==> src/rtl/map9v3_seq_ctrl_if.sv <==
// Request/result stream bundle between the sequencing controller and its user.
interface map9v3_seq_ctrl_if;
  localparam int unsigned DATA_W = 9;

  logic              req_valid;
  logic              req_ready;
  logic [DATA_W-1:0] req_n;
  logic              res_valid;
  logic              res_ready;
  logic [DATA_W-1:0] res_dp;
  logic              res_err;

  // User side: issues requests, consumes results
  modport master (
    output req_valid, req_n, res_ready,
    input  req_ready, res_valid, res_dp, res_err
  );

  // Controller side
  modport slave (
    input  req_valid, req_n, res_ready,
    output req_ready, res_valid, res_dp, res_err
  );
endinterface

==> src/rtl/map9v3_seq_ctrl.sv <==
// Sequencing controller for a single map9v3: launches one request at a time,
// waits for completion (with timeout) and queues results in a small FIFO.
module map9v3_seq_ctrl #(
  parameter int unsigned DEPTH       = 4,
  parameter int unsigned START_CYC   = 2,
  parameter int unsigned TIMEOUT_CYC = 1023
) (
  input  logic                     i_clock,
  input  logic                     i_reset,
  map9v3_seq_ctrl_if.slave         io_bus,
  output logic [8:0]               o_map_n,
  output logic                     o_map_start,
  input  logic                     i_map_done,
  input  logic [8:0]               i_map_dp,
  output logic                     o_busy,
  output logic [7:0]               o_timeout_cnt
);

  localparam int unsigned DW      = 9;
  localparam int unsigned CNT_W   = 10;
  localparam int unsigned PTR_W   = $clog2(DEPTH);
  localparam int unsigned FCNT_W  = $clog2(DEPTH + 1);

  typedef struct packed {
    logic          err;
    logic [DW-1:0] dp;
  } res_t;

  typedef enum logic [1:0] {
    S_IDLE,
    S_START,
    S_WAIT_CLR,
    S_WAIT_DONE
  } state_t;

  state_t             r_state;
  logic [CNT_W-1:0]   r_cnt;
  logic [DW-1:0]      r_map_n;
  logic               r_map_start;
  logic               r_busy;
  logic [7:0]         r_timeout_cnt;

  res_t               r_mem [DEPTH];
  logic [PTR_W-1:0]   r_wr_ptr;
  logic [PTR_W-1:0]   r_rd_ptr;
  logic [FCNT_W-1:0]  r_count;
  logic               r_res_valid;
  logic [DW-1:0]      r_res_dp;
  logic               r_res_err;

  logic               w_req_ready;
  logic               w_timeout;
  logic               w_push;
  res_t               w_push_data;
  logic               w_abort;
  logic               w_pop;
  logic [PTR_W-1:0]   w_rd_ptr_nxt;
  logic [FCNT_W-1:0]  w_count_nxt;
  res_t               w_head;

  // Accept only when idle with guaranteed FIFO space; held low during reset
  assign w_req_ready = (r_state == S_IDLE) && (r_count < FCNT_W'(DEPTH)) && !i_reset;
  assign w_timeout   = (r_cnt == CNT_W'(TIMEOUT_CYC));

  // Result push decision: completion wins over a coincident timeout
  always_comb begin
    w_push      = 1'b0;
    w_push_data = '0;
    case (r_state)
      S_WAIT_CLR: begin
        if (i_map_done && w_timeout) begin
          w_push          = 1'b1;
          w_push_data.err = 1'b1;
        end
      end
      S_WAIT_DONE: begin
        if (i_map_done) begin
          w_push         = 1'b1;
          w_push_data.dp = i_map_dp;
        end else if (w_timeout) begin
          w_push          = 1'b1;
          w_push_data.err = 1'b1;
        end
      end
      default: begin
        w_push = 1'b0;
      end
    endcase
  end

  assign w_abort = w_push && w_push_data.err;

  // Launch/wait sequencer with registered map9v3 drive and abort counter
  always_ff @(posedge i_clock) begin
    if (i_reset) begin
      r_state       <= S_IDLE;
      r_cnt         <= '0;
      r_map_n       <= '0;
      r_map_start   <= 1'b0;
      r_busy        <= 1'b0;
      r_timeout_cnt <= '0;
    end else begin
      case (r_state)
        S_IDLE: begin
          if (io_bus.req_valid && w_req_ready) begin
            r_map_n     <= io_bus.req_n;
            r_map_start <= 1'b1;
            r_cnt       <= '0;
            r_busy      <= 1'b1;
            r_state     <= S_START;
          end
        end
        S_START: begin
          if (r_cnt == CNT_W'(START_CYC - 1)) begin
            r_map_start <= 1'b0;
            r_cnt       <= '0;
            r_state     <= S_WAIT_CLR;
          end else begin
            r_cnt <= r_cnt + CNT_W'(1);
          end
        end
        S_WAIT_CLR: begin
          if (!i_map_done) begin
            r_cnt   <= '0;
            r_state <= S_WAIT_DONE;
          end else if (w_push) begin
            r_busy  <= 1'b0;
            r_state <= S_IDLE;
          end else begin
            r_cnt <= r_cnt + CNT_W'(1);
          end
        end
        S_WAIT_DONE: begin
          if (w_push) begin
            r_busy  <= 1'b0;
            r_state <= S_IDLE;
          end else begin
            r_cnt <= r_cnt + CNT_W'(1);
          end
        end
        default: begin
          r_busy  <= 1'b0;
          r_state <= S_IDLE;
        end
      endcase
      if (w_abort && (r_timeout_cnt != 8'hFF)) begin
        r_timeout_cnt <= r_timeout_cnt + 8'd1;
      end
    end
  end

  assign w_pop        = r_res_valid && io_bus.res_ready;
  assign w_rd_ptr_nxt = w_pop ? (r_rd_ptr + PTR_W'(1)) : r_rd_ptr;

  // FIFO occupancy after this cycle's push/pop
  always_comb begin
    w_count_nxt = r_count;
    case ({w_push, w_pop})
      2'b10:   w_count_nxt = r_count + FCNT_W'(1);
      2'b01:   w_count_nxt = r_count - FCNT_W'(1);
      default: w_count_nxt = r_count;
    endcase
  end

  // Next head entry; bypass when the pushed entry becomes the only one
  always_comb begin
    w_head = r_mem[w_rd_ptr_nxt];
    if (w_push && (r_wr_ptr == w_rd_ptr_nxt)) begin
      w_head = w_push_data;
    end
  end

  // Result storage (no reset needed; validity tracked by pointers)
  always_ff @(posedge i_clock) begin
    if (w_push && !i_reset) begin
      r_mem[r_wr_ptr] <= w_push_data;
    end
  end

  // FIFO pointers, count and registered head presentation
  always_ff @(posedge i_clock) begin
    if (i_reset) begin
      r_wr_ptr    <= '0;
      r_rd_ptr    <= '0;
      r_count     <= '0;
      r_res_valid <= 1'b0;
      r_res_dp    <= '0;
      r_res_err   <= 1'b0;
    end else begin
      if (w_push) begin
        r_wr_ptr <= r_wr_ptr + PTR_W'(1);
      end
      r_rd_ptr    <= w_rd_ptr_nxt;
      r_count     <= w_count_nxt;
      r_res_valid <= (w_count_nxt != '0);
      if (w_count_nxt != '0) begin
        r_res_dp  <= w_head.dp;
        r_res_err <= w_head.err;
      end else begin
        r_res_dp  <= '0;
        r_res_err <= 1'b0;
      end
    end
  end

  // Space is checked before every launch, so a full-FIFO push is a design bug
  a_no_overflow: assert property (@(posedge i_clock) disable iff (i_reset)
    !(w_push && (r_count == FCNT_W'(DEPTH))));

  assign io_bus.req_ready = w_req_ready;
  assign io_bus.res_valid = r_res_valid;
  assign io_bus.res_dp    = r_res_dp;
  assign io_bus.res_err   = r_res_err;
  assign o_map_n          = r_map_n;
  assign o_map_start      = r_map_start;
  assign o_busy           = r_busy;
  assign o_timeout_cnt    = r_timeout_cnt;

endmodule

==> src/flat_wrapper.sv <==
// flat-port wrapper written by rule: the top's interface ports become plain ports
module map9v3_seq_ctrl_flat 
#(
  parameter int unsigned DEPTH       = 4,
  parameter int unsigned START_CYC   = 2,
  parameter int unsigned TIMEOUT_CYC = 1023
)
  (i_clock, i_reset, o_map_n, o_map_start, i_map_done, i_map_dp, o_busy, o_timeout_cnt, io_bus_req_valid, io_bus_req_n, io_bus_res_ready, io_bus_req_ready, io_bus_res_valid, io_bus_res_dp, io_bus_res_err);
  map9v3_seq_ctrl_if io_bus_i ();
  input  logic i_clock;
  input  logic i_reset;
  output logic [8:0] o_map_n;
  output logic o_map_start;
  input  logic i_map_done;
  input  logic [8:0] i_map_dp;
  output logic o_busy;
  output logic [7:0] o_timeout_cnt;
  input wire logic [$bits(io_bus_i.req_valid)-1:0] io_bus_req_valid;
  input wire logic [$bits(io_bus_i.req_n)-1:0] io_bus_req_n;
  input wire logic [$bits(io_bus_i.res_ready)-1:0] io_bus_res_ready;
  output wire logic [$bits(io_bus_i.req_ready)-1:0] io_bus_req_ready;
  output wire logic [$bits(io_bus_i.res_valid)-1:0] io_bus_res_valid;
  output wire logic [$bits(io_bus_i.res_dp)-1:0] io_bus_res_dp;
  output wire logic [$bits(io_bus_i.res_err)-1:0] io_bus_res_err;
  assign io_bus_i.req_valid = io_bus_req_valid;
  assign io_bus_i.req_n = io_bus_req_n;
  assign io_bus_i.res_ready = io_bus_res_ready;
  assign io_bus_req_ready = io_bus_i.req_ready;
  assign io_bus_res_valid = io_bus_i.res_valid;
  assign io_bus_res_dp = io_bus_i.res_dp;
  assign io_bus_res_err = io_bus_i.res_err;
  map9v3_seq_ctrl #(.DEPTH(DEPTH), .START_CYC(START_CYC), .TIMEOUT_CYC(TIMEOUT_CYC)) u_core (.i_clock(i_clock), .i_reset(i_reset), .io_bus(io_bus_i), .o_map_n(o_map_n), .o_map_start(o_map_start), .i_map_done(i_map_done), .i_map_dp(i_map_dp), .o_busy(o_busy), .o_timeout_cnt(o_timeout_cnt));
endmodule
==> config.mk <==
export PLATFORM = sky130hd
export DESIGN_NAME = map9v3_seq_ctrl_flat
export DESIGN_NICKNAME = d
export VERILOG_FILES = /design/src/rtl/map9v3_seq_ctrl_if.sv /design/src/rtl/map9v3_seq_ctrl.sv /design/src/flat_wrapper.sv
export SDC_FILE = /design/constraint.sdc
export NUM_CORES = 1
export LEC_CHECK = 0
export CORE_ASPECT_RATIO = 1.2
export CORE_MARGIN = 3
export CORE_UTILIZATION = 56
export DETAILED_ROUTE_END_ITERATION = 6
export PLACE_DENSITY_LB_ADDON = 0.3
export SLEW_MARGIN = 20
export SYNTH_ARGS = -nofsm -noshare
export SYNTH_HDL_FRONTEND = slang
export SYNTH_SLANG_ARGS = --single-unit
==> constraint.sdc <==
create_clock -name i_clock -period 3.55 [get_ports i_clock]
set_input_delay 0.5325 -clock i_clock [delete_from_list [all_inputs] [get_ports i_clock]]
set_output_delay 0.5325 -clock i_clock [all_outputs]
set_load 0.01 [all_outputs]
==> impl_metrics.env <==
export IMPL_yosys_warnings=0
export IMPL_syn_num_nets=464
export IMPL_period_share=0.959
export IMPL_clock_skew_final_ps=10.2
export IMPL_synth_xor_area_frac=0.0319
export IMPL_timing_hold_ws_ps=462
export IMPL_start_util=0.590
export IMPL_numClockSinks=89
export IMPL_worst_pin_slew_ps=975
export IMPL_outcome="complete, but fails checks"
export IMPL_drive_gt1_frac=0.126
export IMPL_p_leak_uw=0.00174
export IMPL_synth_cell_types=58
export IMPL_ys_ff_latch=89
export IMPL_ys_flop_type="dfxtp_1"
export IMPL_wirelength_mm=10.6
export IMPL_synth_area_mm2=0.00439
export IMPL_place_hpwl_mm=6.97
export IMPL_io_buffers=53
export IMPL_hold_path_class="flop to flop"
export IMPL_clock_latency_ps=350
export IMPL_post_route_drc_count=10
export IMPL_n_antenna_cell=0
export IMPL_synth_top_family_by_area="simple AND/OR/NAND/NOR gates"
export IMPL_synthTopCellsByCount="49 x dfxtp_1, 46 x o21ai_0, 40 x edfxtp_1, 35 x nand2_1, 22 x nor2_1"
export IMPL_dr_pass1_iters=7
export IMPL_vias=3615
export IMPL_crit_required_ps=3830
export IMPL_comb_power_share=0.124
export IMPL_grt_pass1_vias=3447
export IMPL_clkTransAtPathRegs_ps=80
export IMPL_die_area_mm2=0.00895
export IMPL_hold_buffers=0
export IMPL_dieWidth_um=86.9
export IMPL_vdd_drop_max_mv=0.258
export IMPL_drtIter0Drc=251
export IMPL_powerDensity_mw_per_mm2=401
export IMPL_core_area_mm2=0.00744
export IMPL_viasPerCell=6.22
export IMPL_path_max_fanout=10
export IMPL_final_hold_violation_count=0
export IMPL_p_clk_frac=0.352
export IMPL_period_minus_slack_ps=3410
export IMPL_tns_ps=0
export IMPL_critPathArrivalTime_ps=3680
export IMPL_max_freq_mhz=294
export IMPL_io_pins=54
export IMPL_synth_top_cell_area_share=0.273
export IMPL_cts_tree="built"
export IMPL_finalWorstSetupSlack_ps=144
export IMPL_fill_cells=535
export IMPL_p_seq_frac=0.524
export IMPL_grt_first_pass_wirelength_mm=16.4
export IMPL_rows=34
export IMPL_violations="DRC"
export IMPL_async_flop_share=0
export IMPL_synthCells=432
export IMPL_syn_area_per_cell_um2=10.2
export IMPL_fin_nets=518
export IMPL_gp_congestion=0.924
export IMPL_drv_slew=0
export IMPL_cts_root_buffer="clkbuf_8"
export IMPL_yosysTopAreaCell="edfxtp_1"
export IMPL_antenna_found_initial=0
export IMPL_p_int_uw=1610
export IMPL_wl_per_cell_um=18.2
export IMPL_synth_mux_area_frac=0.0575
export IMPL_swShare=0.242
export IMPL_clk_path_buf_depth=2
export IMPL_synth_simple_area_share=0.190
export IMPL_drv_cap=0
export IMPL_setup_viol=0
export IMPL_slew_headroom=0.349
export IMPL_drtAntennaViolNets=0
export IMPL_numCtsBuffers=9
export IMPL_critical_path_class="flop to flop"
export IMPL_end_kind="flop"
export IMPL_post_place_ws_ps=-314
export IMPL_die_h_um=103
export IMPL_synth_most_common_cell="dfxtp_1"
export IMPL_start_kind="flop"
export IMPL_rsz0062_at_grt="true"
export IMPL_syn2layout_area_growth_pct=20.6
export IMPL_grtUsageTotal=0.233
export IMPL_gr_total_overflow=0
export IMPL_ys_seq_area_frac=0.497
export IMPL_synthAdderAreaFrac=0.0273
export IMPL_yosys_top_cells_area="edfxtp_1 27%, dfxtp_1 22%, o21ai_0 5.2%"
export IMPL_p_switching_uw=513
export IMPL_post_cts_buffers=0
export IMPL_grt_max_degree=25
export IMPL_synth_edf_count=40
export IMPL_h_tree_depth=3
export IMPL_synth_compound_area_frac=0.156
==> registers in the layout, summed over array words and instances, names as in the netlist, 3 cells and up <==
signal	count
u_core.r_mem	40
u_core.r_cnt	10
u_core.io_bus.res_dp	9
u_core.o_map_n	9
u_core.o_timeout_cnt	8
u_core.r_count	3
==> power groups by stage <==
stage          sequential (µW)  clock [µW]  combinational [µW]
2_1_floorplan             1140           0                 138
3_3_place_gp              1130           0                 251
3_5_place_dp              1140           0                 257
4_1_cts                   1110         753                 261
5_1_grt                   1120         795                 286
6_report                  1110         748                 264
==> stage by stage <==
step	area, µm²	utilization	cells	total power, µW
after floorplan	4390	-	432	1280
after global placement	5050	0.679	564	1390
after detailed placement	5050	0.679	564	1390
after CTS	5280	0.709	580	2130
after global routing	5300	0.712	581	2200
final	5300	0.712	581	2120
==> placed cells by master, fill, tap and decap left out, drive strengths merged, types with 3 or more instances in the layout <==
| cell | instances |
|---|---|
| mux2i | 14 |
| clkbuf | 11 |
| nand4 | 3 |
| or3 | 3 |
| nor3 | 15 |
| and3 | 5 |
| a21oi | 8 |
| o221ai | 10 |
| xor2 | 5 |
| clkdlybuf4s50 | 53 |
| edfxtp | 40 |
| nand3 | 14 |
| ha | 8 |
| nor3b | 12 |
| o21ai | 47 |
| nor2 | 22 |
| o22ai | 11 |
| a21o | 3 |
| a31oi | 4 |
| nand2b | 3 |
| o211ai | 10 |
| inv | 10 |
| mux2 | 10 |
| nor4 | 11 |
| buf | 18 |
| and2 | 16 |
| xnor2 | 11 |
| nand2 | 35 |
| dfxtp | 49 |
==> cell families (layout without fill, tap and decap cells) <==
kind of cell / Yosys count / after routing
compound gates: 106 / 107
xor+xnor: 16 / 16
fa+ha+maj: 9 / 9
buf+inv: 39 / 97
flops: 89 / 89
mux: 24 / 24
simple gates: 149 / 149
==> worst max-delay path, cell delays in order (launching register included) <==
cell	delay [ps]
dfxtp_1	430
ha_1	250
nand4_2	150
or3_4	430
nand3_1	110
inv_1	70
ha_1	220
fa_1	530
nor3b_2	90
o32ai_2	670
o211ai_1	210
mux2i_1	160
==> worst paths after layout <==
check                                       start                       to  slack [ps]  cells past startpoint
worst max-delay path              u_core.r_cnt[0]  u_core.io_bus.res_dp[6]         140                     11
worst min-delay path            u_core.o_map_n[5]        u_core.o_map_n[5]         460                      2
worst max register to register    u_core.r_cnt[0]  u_core.io_bus.res_dp[6]         140                     11
worst min register to register  u_core.o_map_n[5]        u_core.o_map_n[5]         460                      2
==> layout make-up <==
type,instances,area [µm²],area share
clock buffers,11,131,0.0248
inverters,10,37.5,0.00709
flip-flops and latches,89,2180,0.412
repair buffers,71,666,0.126
well taps,90,113,0.0213
clock inverters,5,80.1,0.0151
multi-input cells,305,2090,0.394
==> timing repair <==
action	4_1_cts	5_1_grt
setup endpoints to repair	10	7
cloned	0	1
pin swaps	0	1
resized for setup	1	1
==> layer usage <==
metal,track usage,part of all wire
met1,0.281,0.42
met5,0,0
met3,0.0472,0.045
met2,0.411,0.51
met4,0.0839,0.020
No activity file was read; power rests on OpenSTA's default activity.
==> RTL change 1: new RTL, same settings <==
The 4 states of `state_t` get a Gray code encoding in 2 bits.
--- a/src/rtl/map9v3_seq_ctrl.sv
+++ b/src/rtl/map9v3_seq_ctrl.sv
@@ -28,8 +28,8 @@
 
   typedef enum logic [1:0] {
-    S_IDLE,
-    S_START,
-    S_WAIT_CLR,
-    S_WAIT_DONE
+    S_IDLE      = 2'b00,
+    S_START     = 2'b01,
+    S_WAIT_CLR  = 2'b11,
+    S_WAIT_DONE = 2'b10
   } state_t;
 
Check against the original RTL: same outputs for any inputs over 10 cycles, from zero or initial values and one cycle with i_reset high; not proved beyond that.
==> RTL change 1 against the original RTL <==
  * Worst hold slack got worse by 8.0 ps
  * Worst setup slack better by 280 ps
  * Synthesized area rose by 2.4%
  * Cell area shrank 0.21%
  * Total power decreased by 6.7%
  * Clock skew up 1.1 ps
  * Routed wire length down 6.5%
  * Sequential cell count unchanged
  * Critical path type unchanged
  * Largest cell class unchanged
  * Highest routed layer unchanged
==> RTL change 1: results (changes against the original RTL) <==
metric,value,unit,change
ir_drop,224,uV,was 258 uV
worst_pin_slew,908,ps,was 975 ps
via_count,3530,,"was 3,615"
nets,520,,was 518
synth_cell_types,55,,was 58
r2r_slack,420,ps,was 140 ps
synth_edf_count,40,,unchanged
synth_area_leaders,"edfxtp_1 (27%), dfxtp_1 (22%), nand3_1 (4.6%), nand2_1 (4.4%), a221oi_2 (3.3%)",,"was edfxtp_1 (27%), dfxtp_1 (22%), o21ai_0 (5.2%), mux2i_1 (3.2%), nand2_1 (3.0%)"
htreeDepth,3,,unchanged
drtPass1Iterations,5,,was 7
gp_congestion,0.866,,was 0.924
ys_top_cells_by_count,"nand2_1 (53), dfxtp_1 (49), nand3_1 (41)",,"was dfxtp_1 (49), o21ai_0 (46), edfxtp_1 (40)"
antennaDiodeCount,0,,unchanged
drive_gt1_frac,0.136,,was 0.126
grt_max_degree,43,,was 25
skew,11.3,ps,was 10.2 ps
cts_resized,0,,was 1
reg2reg_depth,12,,was 11
post-cts-setup-buffers,0,,unchanged
wl_per_cell,16.9,um,was 18.2 um
first_iter_violations,209,,was 251
clock_path_buffers,2,,unchanged
synth.net_count,473,,was 464
numCtsBuffers,9,,unchanged
status,completed,,"was finished, violations left"
p_leak,1.89,nW,was 1.74 nW
synth_async_sr_flop_share,0,,unchanged
io_buffers,53,,unchanged
crit_path_start,u_core.r_cnt[0],,unchanged
ys_seq_area_frac,0.485,,was 0.497
clockRootBuffer,clkbuf_8,,unchanged
critPathCapture,u_core.io_bus.res_dp[2],,was u_core.io_bus.res_dp[6]
grt_pass1_wl,16.6,mm,was 16.4 mm
crit_path_max_fanout,9,,was 10
grt_usage,0.228,,was 0.233
arrival,3400,ps,was 3680 ps
dp_hpwl,6.79,mm,was 6.97 mm
==> RTL change 1: changes by cell type in the layout (fill, tap and decap cells not counted), sizes merged, moves of 10 or more <==
cell    change
o21ai      -29
o221ai     -10
nand3      +27
a211oi     +14
nand2b     +20
nor3b      -12
a221oi     +10
mux2i      -10
nand2      +18
==> RTL change 1: worst min path at each step <==
stage | depth (start not counted) | start | endpoint
global route | 2 | u_core.o_map_n[1] | u_core.o_map_n[1]
global placement | 2 | u_core.o_map_n[1] | u_core.o_map_n[1]
finish | 2 | u_core.o_map_n[1] | u_core.o_map_n[1]
detailed placement | 2 | u_core.o_map_n[1] | u_core.o_map_n[1]
CTS | 2 | u_core.o_map_n[1] | u_core.o_map_n[1]
floorplan | 2 | u_core.r_cnt[7] | u_core.r_cnt[7]
==> RTL change 1: critical path, cell delays in order (launching register included) <==
cell,delay [ps]
dfxtp_1,430
ha_1,250
and3_1,190
and4_1,260
o21ai_2,140
ha_1,260
fa_1,380
xnor2_1,150
or3_1,310
a21oi_1,240
nor3_2,80
buf_4,200
a211oi_2,170
==> RTL change 1: cell families (layout without fill, tap and decap cells) <==
family,after synthesis,after routing,synth area share
buffers and inverters,47,99,0.0478
and+or+nand+nor,182,182,0.210
muxes,14,14,0.0339
DFF,89,89,0.485
AOI/OAI and AO/OA,84,84,0.165
adders and majority gates,9,9,0.0267
xor gates and xnor gates,16,16,0.0311
==> RTL change 1: cell type report <==
class	count	area [um2]
Multi-Input combinational cell	305	2120
Clock inverter	7	53.8
Sequential cell	89	2180
Timing Repair Buffer	67	636
Clock buffer	9	124
Fill cell	591	2460
Tap cell	92	115
Inverter	16	60.1
==> RTL change 1: per-layer routing <==
metal | vias to the layer above | global-route usage | wire length (um)
li1 | 1710 | - | -
met1 | 1686 | 0.288 | 3980
met2 | 115 | 0.383 | 5210
met3 | 19 | 0.0420 | 469
met4 | 0 | 0.0800 | 206
met5 | - | 0 | 0
==> RTL change 1: stage by stage <==
step           cells  worst slack [ps]  hold slack, ps  cell area [um2]
6_report         585               421             454             5290
3_5_place_dp     569               151             445             5110
5_1_grt          585               279             482             5290
4_1_cts          585               415             459             5290
2_1_floorplan    441               577             473             4500
3_3_place_gp     569               257             442             5110
==> RTL change 1: where the power goes <==
part,leakage (nW),internal [mW],switching (mW)
logic,1.03,0.109,0.124
clock network,0.0839,0.259,0.369
registers,0.780,1.09,0.0305
==> RTL change 2: new RTL, config.mk and constraints unchanged <==
Made on the original files. `DEPTH` is set to 4 in 2 places; all go to 2.
--- a/src/rtl/map9v3_seq_ctrl.sv
+++ b/src/rtl/map9v3_seq_ctrl.sv
@@ -2,5 +2,5 @@
 // waits for completion (with timeout) and queues results in a small FIFO.
 module map9v3_seq_ctrl #(
-  parameter int unsigned DEPTH       = 4,
+  parameter int unsigned DEPTH       = 2,
   parameter int unsigned START_CYC   = 2,
   parameter int unsigned TIMEOUT_CYC = 1023
--- a/src/flat_wrapper.sv
+++ b/src/flat_wrapper.sv
@@ -2,5 +2,5 @@
 module map9v3_seq_ctrl_flat 
 #(
-  parameter int unsigned DEPTH       = 4,
+  parameter int unsigned DEPTH       = 2,
   parameter int unsigned START_CYC   = 2,
   parameter int unsigned TIMEOUT_CYC = 1023
Function: same outputs for any inputs over 10 cycles, from zero or initial values and one cycle with i_reset high; that may be too few to reach the edited logic, so the function may still have changed.
==> RTL change 2 against the original RTL <==
  * Count of clock-buffer cells in the layout decreased by 2
  * Synthesized cell count decreased by 30%
  * Total power decreased by 5.5%
  * Worst setup slack improved by 340 ps
  * Cell area decreased by 30%
  * Worst hold slack got worse by 7.4 ps
  * Synthesized area decreased by 33%
  * Global-route usage decreased by 0.66 points
  * Sequential cell count decreased by 23
  * Routed wire length decreased by 40%
  * Clock power decreased by 15%
  * Critical path depth decreased by 1
  * Core utilization increased by 3.2 points
  * Critical path type unchanged
==> RTL change 2: results (changes against the original RTL) <==
metric,value,unit,change
synth_area_leaders,"dfxtp_1 (31%), edfxtp_1 (21%), nand2_1 (4.4%), mux2i_1 (3.8%), nor2_1 (3.5%)",,"was edfxtp_1 (27%), dfxtp_1 (22%), o21ai_0 (5.2%), mux2i_1 (3.2%), nand2_1 (3.0%)"
gp_congestion,0.897,,was 0.924
reg_top3,"u_core.r_mem x20, u_core.r_cnt x10",,"was u_core.r_mem x40, u_core.r_cnt x10"
p_leak,1.43,nW,was 1.74 nW
ys_seq_area_frac,0.519,,was 0.497
first_iter_violations,130,,was 251
io_buffers,53,,unchanged
drive_gt1_frac,0.0914,,was 0.126
vias_per_cell,5.75,,was 6.22
fin_cells,421,,was 581
grt_max_degree,24,,was 25
worst_hold_slack,455,ps,was 462 ps
status,completed,,"was finished, violations left"
skew,13.1,ps,was 10.2 ps
dp_cells,405,,was 564
worst_pin_slew,693,ps,was 975 ps
nets,383,,was 518
avgSynthCellArea,9.73,um2,was 10.2 um2
cts_resized,0,,was 1
synth.net_count,328,,was 464
crit_path_max_fanout,11,,was 10
synth_edf_count,20,,was 40
ys_top_cells_by_count,"dfxtp_1 (46), nand2_1 (34), nor2_1 (27)",,"was dfxtp_1 (49), o21ai_0 (46), edfxtp_1 (40)"
synth_cell_types,54,,was 58
r2r_slack,480,ps,was 140 ps
ir_drop,414,uV,was 258 uV
drtPass1Iterations,4,,was 7
grt_pass1_wl,10.9,mm,was 16.4 mm
grt_usage,0.227,,was 0.233
dp_hpwl,4.38,mm,was 6.97 mm
==> RTL change 2: metal layers <==
layer,up-vias,wire length (um),global-route usage
met3,12,329,0.0628
li1,1182,-,-
met1,1159,2690,0.276
met2,68,3180,0.367
met5,-,0,0
met4,0,127,0.111
==> RTL change 2: layout make-up <==
class / count / area share
Sequential cell: 66 / 0.409
Clock buffer: 9 / 0.0333
Timing Repair Buffer: 61 / 0.159
Inverter: 10 / 0.0101
Clock inverter: 7 / 0.0205
Multi-Input combinational cell: 208 / 0.349
Tap cell: 60 / 0.0202
==> RTL change 2: final timing paths <==
kind,start,endpoint,depth (start not counted)
max,u_core.r_cnt[0],u_core.io_bus.res_err,10
min,u_core.o_map_n[6],u_core.o_map_n[6],2
max reg2reg,u_core.r_cnt[0],u_core.io_bus.res_err,10
min reg2reg,u_core.o_map_n[6],u_core.o_map_n[6],2
==> RTL change 2: per-stage QoR <==
stage	setup slack, ps	cell area [um2]	util
final	480	3720	0.743
after global routing	76.1	3720	0.743
after CTS	468	3720	0.743
after detailed placement	320	3520	0.703
after global placement	374	3520	0.703
after floorplan	386	2930	-
==> RTL change 2: report_power, final <==
| group | internal (mW) | leakage (nW) | switching [mW] |
|---|---|---|---|
| clock | 0.329 | 0.0962 | 0.305 |
| sequential | 0.843 | 0.571 | 0.0676 |
| combinational | 0.227 | 0.763 | 0.236 |
==> RTL change 2: kinds of logic (layout without fill, tap and decap cells) <==
kind of cell | after synthesis | count (layout) | synth area share
fa+ha+maj | 4 | 4 | 0.0171
mux | 12 | 12 | 0.0414
flops | 66 | 66 | 0.519
buf+inv | 27 | 87 | 0.0372
simple gates | 128 | 128 | 0.215
xor+xnor | 16 | 16 | 0.0551
compound gates | 48 | 48 | 0.114
==> RTL change 2: critical path, cell delays in order (launching register included) <==
cell	delay [ps]
dfxtp_1	440
ha_1	290
nand4_1	190
a2111oi_0	420
or2_2	260
inv_1	80
ha_1	360
nor3b_1	220
a211o_1	380
inv_1	110
a31o_2	210
